==> config.mk <==
export PLATFORM = sky130hd
export DESIGN_NAME = switch_debouncer
export DESIGN_NICKNAME = d
export VERILOG_FILES = /design/src/rtl/config_pkg.sv /design/src/rtl/switch_debouncer.sv
export SDC_FILE = /design/constraint.sdc
export NUM_CORES = 1
export LEC_CHECK = 0
export BUFFER_PORTS_ARGS = -buffer_cell sky130_fd_sc_hd__buf_4
export CORE_ASPECT_RATIO = 1.25
export CORE_UTILIZATION = 50
export CTS_CLUSTER_DIAMETER = 40
export CTS_CLUSTER_SIZE = 10
export DETAILED_ROUTE_END_ITERATION = 16
export GPL_ROUTABILITY_DRIVEN = 1
export PLACE_DENSITY = 0.67
export SLEW_MARGIN = 20
export SYNTH_ARGS = -nofsm -noshare
export SYNTH_HDL_FRONTEND = slang
export SYNTH_SLANG_ARGS = --single-unit
==> constraint.sdc <==
create_clock -name clk_i -period 2.5 [get_ports clk_i]
set_input_delay 0 -clock clk_i [delete_from_list [all_inputs] [get_ports clk_i]]
set_output_delay 0 -clock clk_i [all_outputs]
set_load 0.005 [all_outputs]
==> src/rtl/config_pkg.sv <==
// config_pkg: build-wide clock and debounce timing shared by the switch debouncer
package config_pkg;

   localparam int unsigned CLK_FREQ       = 100_000_000;
   localparam int unsigned STABLE_TIME_MS = 10;

endpackage

==> src/rtl/switch_debouncer.sv <==
// switch_debouncer: synchronise a raw switch, require N stable cycles, emit level and rise tick
module switch_debouncer
   import config_pkg::*;
#(
   parameter int unsigned ClkFreq    = CLK_FREQ,
   parameter int unsigned StableTime = STABLE_TIME_MS
) (
   input  logic clk_i,
   input  logic rst_i,
   input  logic sw_i,
   output logic db_level_o,
   output logic db_tick_o
);

   localparam int unsigned N      = ClkFreq / 1000 * StableTime;
   localparam int unsigned CW     = (N < 2) ? 1 : $clog2(N);
   localparam logic [CW-1:0] CntMax = CW'(N - 1);

   if (N < 2) begin : g_bad_n
      $error("switch_debouncer: stability window N = %0d cycles, must be at least 2", N);
   end

   logic          ff1, ff2, ff3;
   logic [CW-1:0] cnt_q, cnt_d;
   logic          level_q, level_d;
   logic          tick_q, tick_d;

   // count cycles the synchronised input has held still; accept it once the counter is full
   always_comb begin
      cnt_d   = (ff2 != ff3) ? '0 : (cnt_q == CntMax) ? cnt_q : cnt_q + 1'b1;
      level_d = (ff2 == ff3 && cnt_q == CntMax) ? ff3 : level_q;
      tick_d  = level_d & ~level_q;
   end

   // synchroniser chain plus counter and registered outputs, cleared by active-low reset
   always_ff @(posedge clk_i) begin
      if (!rst_i) begin
         ff1     <= 1'b0;
         ff2     <= 1'b0;
         ff3     <= 1'b0;
         cnt_q   <= '0;
         level_q <= 1'b0;
         tick_q  <= 1'b0;
      end else begin
         ff1     <= sw_i;
         ff2     <= ff1;
         ff3     <= ff2;
         cnt_q   <= cnt_d;
         level_q <= level_d;
         tick_q  <= tick_d;
      end
   end

   assign db_level_o = level_q;
   assign db_tick_o  = tick_q;

endmodule

### Word-level counts from Yosys, hierarchy flattened

Cells that the tools add are included.

| storage, ports and cells | value |
|---|---|
| bits in registers | 25 |
| latch bits | 0 |
| bits in writable memories | 0 |
| bits in read-only memories | 0 |
| input port bits | 3 |
| logic and storage cells | 16 |
| memories | 0 |

| cells by class | value |
|---|---|
| add/subtract/negate cells | 1 |
| multiply operators | 0 |
| div/mod/pow operators | 0 |
| order comparisons | 0 |
| equal/unequal tests | 3 |
| shift-type cells | 0 |
| muxes and demuxes | 1 |
| bitwise logic cells | 3 |
| reductions and logical operators | 2 |

Operators with widths:

| operator | count |
|---|---|
| adder 20 x 1 -> 20 bit, second input constant | 1 |
| equality test 20 bit, second input constant | 1 |
| NOT 1 bit | 2 |
| OR reduction 2 bit | 1 |
| bitwise AND 1 bit | 1 |
| equality test 1 bit | 1 |
| logical AND 1 bit | 1 |
| 2-to-1 mux 1 bit | 1 |
| inequality test 1 bit | 1 |

### Depth between registers and ports, before layout

| logic depth | value |
|---|---|
| depth after elaboration | 4 |
| gate-level depth with buffers | 5 |
| mapped depth without buffers | 4 |

### Worst setup path before layout

Ideal clock, no wire load.

| path | value |
|---|---|
| kind | flip-flop to flip-flop |
| start | register cnt_q[0] |
| end | register cnt_q[18] |
| setup time | 0.071 ns |
| arrival | 1.360 ns |
| slack | 1.069 ns |
| cell stages (with the launch flop) | 5 |
| buffers on the path | 0 |
| path through | dfxtp_1 ha_1 nand2_2 or4_1 a21oi_1 |

| on the way | value |
|---|---|
| longest elaborated chain between the ends | 1 |
| elaborated cells on any way between the ends | 2 |
| classes of those cells | add/sub: 1; eq/ne: 1 |

Ends and longest elaborated chain:

| item | RTL line | text |
|---|---|---|
| start: declaration | switch_debouncer.sv:24 | `logic [CW-1:0] cnt_q, cnt_d;` |
| start signal: assignment | switch_debouncer.sv:48 | `cnt_q <= cnt_d;` |
| adder 20 x 1 -> 20 bit or equality test 20 bit (tied branches) | switch_debouncer.sv:30 | `cnt_d = (ff2 != ff3) ? '0 : (cnt_q == CntMax) ? cnt_q : cnt_q + 1'b1;` |

Several ways; a longest one is shown, not always the timed one.
A chain may end at the register's enable or synchronous reset.

### Worst setup path after layout

| path | value |
|---|---|
| start | register cnt_q[9] |
| end | register tick_q (netlist: db_tick_o) |

| on the way | value |
|---|---|
| longest elaborated chain between the ends | 4 |

Ends and longest elaborated chain:

| item | RTL line | text |
|---|---|---|
| equality test 20 bit | switch_debouncer.sv:31 | `level_d = (ff2 == ff3 && cnt_q == CntMax) ? ff3 : level_q;` |
| logical AND 1 bit | switch_debouncer.sv:31 |  |
| 2-to-1 mux 1 bit | switch_debouncer.sv:31 |  |
| bitwise AND 1 bit | switch_debouncer.sv:32 | `tick_d = level_d & ~level_q;` |
| end signal: assignment | switch_debouncer.sv:50 | `tick_q <= tick_d;` |
| end: declaration | switch_debouncer.sv:26 | `logic tick_q, tick_d;` |

Every way passes these cells.

==> flow_metrics.tcl <==
set metrics [dict create \
    synth_top_area_frac 0.443 \
    critPathMaxStageDelay_ns 0.44 \
    io_buffers 4 \
    core_um2 2050 \
    finalCriticalPeriod_ns 1.60 \
    cts_setup_buffers 0 \
    grt_pass1_vias 840 \
    worstSetupPathType "reg -> reg" \
    setup_violations 0 \
    drive_above_1_share 0.122 \
    drtPass1Iterations 3 \
    synth_area_um2 1130 \
    final-hold-violation-count 0 \
    postRouteAntennaNets 0 \
    layout.cells.non_filler 161 \
    routed_via_density 5.65 \
    cp_cell_sequence "nor4b_1 -> and4_1 -> nand2_2 -> nor4bb_1" \
    regToRegStartpoint "cnt_q[9]$_SDFFE_PP0P_" \
    rows 18 \
    synth_flop_cell "dfxtp_1" \
    die_w_um 44.5 \
    syn_inst 122 \
    nNetsFinal 136 \
    clock-skew-final_ns 0.00276 \
    fillers 191 \
    worstSetupStartpoint "cnt_q[9]$_SDFFE_PP0P_" \
    dp_hpwl_um 1540 \
    diodes 0 \
    hold_path_class "reg -> reg" \
    path_buf_inv 0 \
    ys_warn_count 0 \
    cp.required_ns 2.72 \
    cts_buffers 3 \
    worst_path_max_delay_cell "dfxtp_1" \
    synth_edf_count 0 \
    gr-usage-all-layers 0.203 \
    drc 0 \
    yosysSeqAreaShare 0.443 \
    place_congestion 0.750 \
    synthDistinctLibCells 37 \
    start_util 0.551 \
    worst_slew_pin_slew_ns 0.605 \
    async_flop_share 0 \
    end_kind "register" \
    grt_pass1_wl_um 3620 \
    antenna_found_initial 0 \
    worstSkewPairLatency_ns 0.31 \
    path_max_fanout 7 \
    first_iter_violations 6 \
    setup-tns-final_ns 0 \
    period_share 0.641 \
    critical-path-top-delay-family "simple AND/OR/NAND/NOR gates" \
    vdd_drop_max_v 0.000401 \
    utilization 0.606 \
    max_freq_mhz 624 \
    drv_cap 0 \
    ys_seq_elements 25 \
    dp_slack_ns 0.943 \
    syn_nets 126 \
    slew_headroom 0.596 \
    synth_commonest_cells "dfxtp_1 (25), nand2_1 (10), o21ai_0 (9)" \
    dieArea_um2 2450 \
    wl_per_cell_um 13.3 \
    overflow 0 \
    routed_wl_um 2140 \
    power_density_nw_per_um2 498 \
    hold_buffers 3 \
    cts.path.max_buffers 2 \
    min_from "ff1$_SDFF_PN0_" \
    outcome "completed" \
    yosysTopAreaCell "dfxtp_1" \
    cp-start-kind "register" \
    clockRootBuffer "clkbuf_4" \
    h-tree-depth 1 \
    regArea_um2 500 \
    totalPowerFinal_uw 618 \
    synth_most_common_cell "dfxtp_1" \
    multiInputGateArea_um2 609 \
    netlist_top_cells_area "dfxtp_1 (44%), xor2_1 (4.7%), o21ai_0 (4.0%), and2_1 (3.3%), nand2_1 (3.3%)" \
    arrival_ns 1.82 \
    cts.sinks 25 \
    cts.clk_slew.worst_paths_ns 0.13 \
    vias 910 \
    postCtsResizedCells 0 \
    rsz0062_at_grt "false" \
    fin_ws_ns 0.896 \
    grt_start_max_net_pins 14 \
    die-height_um 55.1 \
    leakagePower_uw 0.000455 \
    syn_to_final_growth_pct 9.98 \
    drv_slew 0 \
    ios 5 \
    synth_area_per_cell_um2 9.25 \
    place_inst 154 \
    cts_tree "done" \
]
## routing by layer
metal  global-route usage  up-vias  wire [um]
met5                    0        -          0
met1                0.253      425        995
met2                0.363        5       1100
met4               0.0758        0         25
met3               0.0195        4         19
li1                     -      476          -
## final cells by class
cell class,count,share of cell area
repair buffers,8,0.0544
clock buffers,4,0.0212
multi-input cells,94,0.491
flip-flops and latches,25,0.403
well taps,30,0.0302
## sequential cells by signal (all words and copies together), names as in the netlist
name        cells
ff1             1
db_tick_o       1
ff2             1
db_level_o      1
cnt_q          20
ff3             1
## kinds of logic after synthesis
group / Yosys count / share of synthesized area
AO/OA/AOI/OAI: 26 / 0.135
XOR/XNOR: 6 / 0.0466
adder cells (fa/ha/maj): 1 / 0.0111
buffers and inverters: 3 / 0.0166
flip-flops: 25 / 0.443
multiplexers: 1 / 0.00887
AND/OR/NAND/NOR: 60 / 0.338
## report_power, final
part / internal (uW) / switching [uW]
clock: 62.3 / 114
sequential: 404 / 5.09
combinational: 13.8 / 18.4
## final timing paths
check,to,slack (ns),cells after the start
max,db_tick_o$_SDFF_PN0_,0.90,4
min,ff2$_SDFF_PN0_,0.46,1
max reg2reg,db_tick_o$_SDFF_PN0_,0.90,4
min reg2reg,ff2$_SDFF_PN0_,0.46,1
## through the flow
stage	cell area [um^2]	hold WS [ns]
after floorplan	1130	0.122
after global placement	1180	0.213
after detailed placement	1180	0.221
after CTS	1240	0.464
after global routing	1240	0.499
final	1240	0.456
## layout by cell type (no fill, tap or decap), types with 2 or more instances in the layout
| cell | Yosys | routed |
|---|---|---|
| and2_1 | 6 | 6 |
| nand4_1 | 4 | 4 |
| or3_1 | 5 | 5 |
| clkbuf_4 | 0 | 3 |
| and4_4 | 2 | 2 |
| nand3_2 | 2 | 2 |
| a21oi_1 | 6 | 6 |
| a31oi_1 | 4 | 4 |
| o211ai_1 | 2 | 2 |
| nand2_1 | 10 | 10 |
| or4_1 | 4 | 4 |
| xor2_1 | 6 | 6 |
| nor4b_1 | 2 | 2 |
| nand2_2 | 2 | 2 |
| buf_4 | 0 | 5 |
| o21ai_0 | 9 | 9 |
| and3_1 | 3 | 3 |
| dlygate4sd3_1 | 0 | 3 |
| nand3_1 | 5 | 5 |
| dfxtp_1 | 25 | 25 |
| nor2_1 | 6 | 6 |
(Power assumes the default switching activity.)
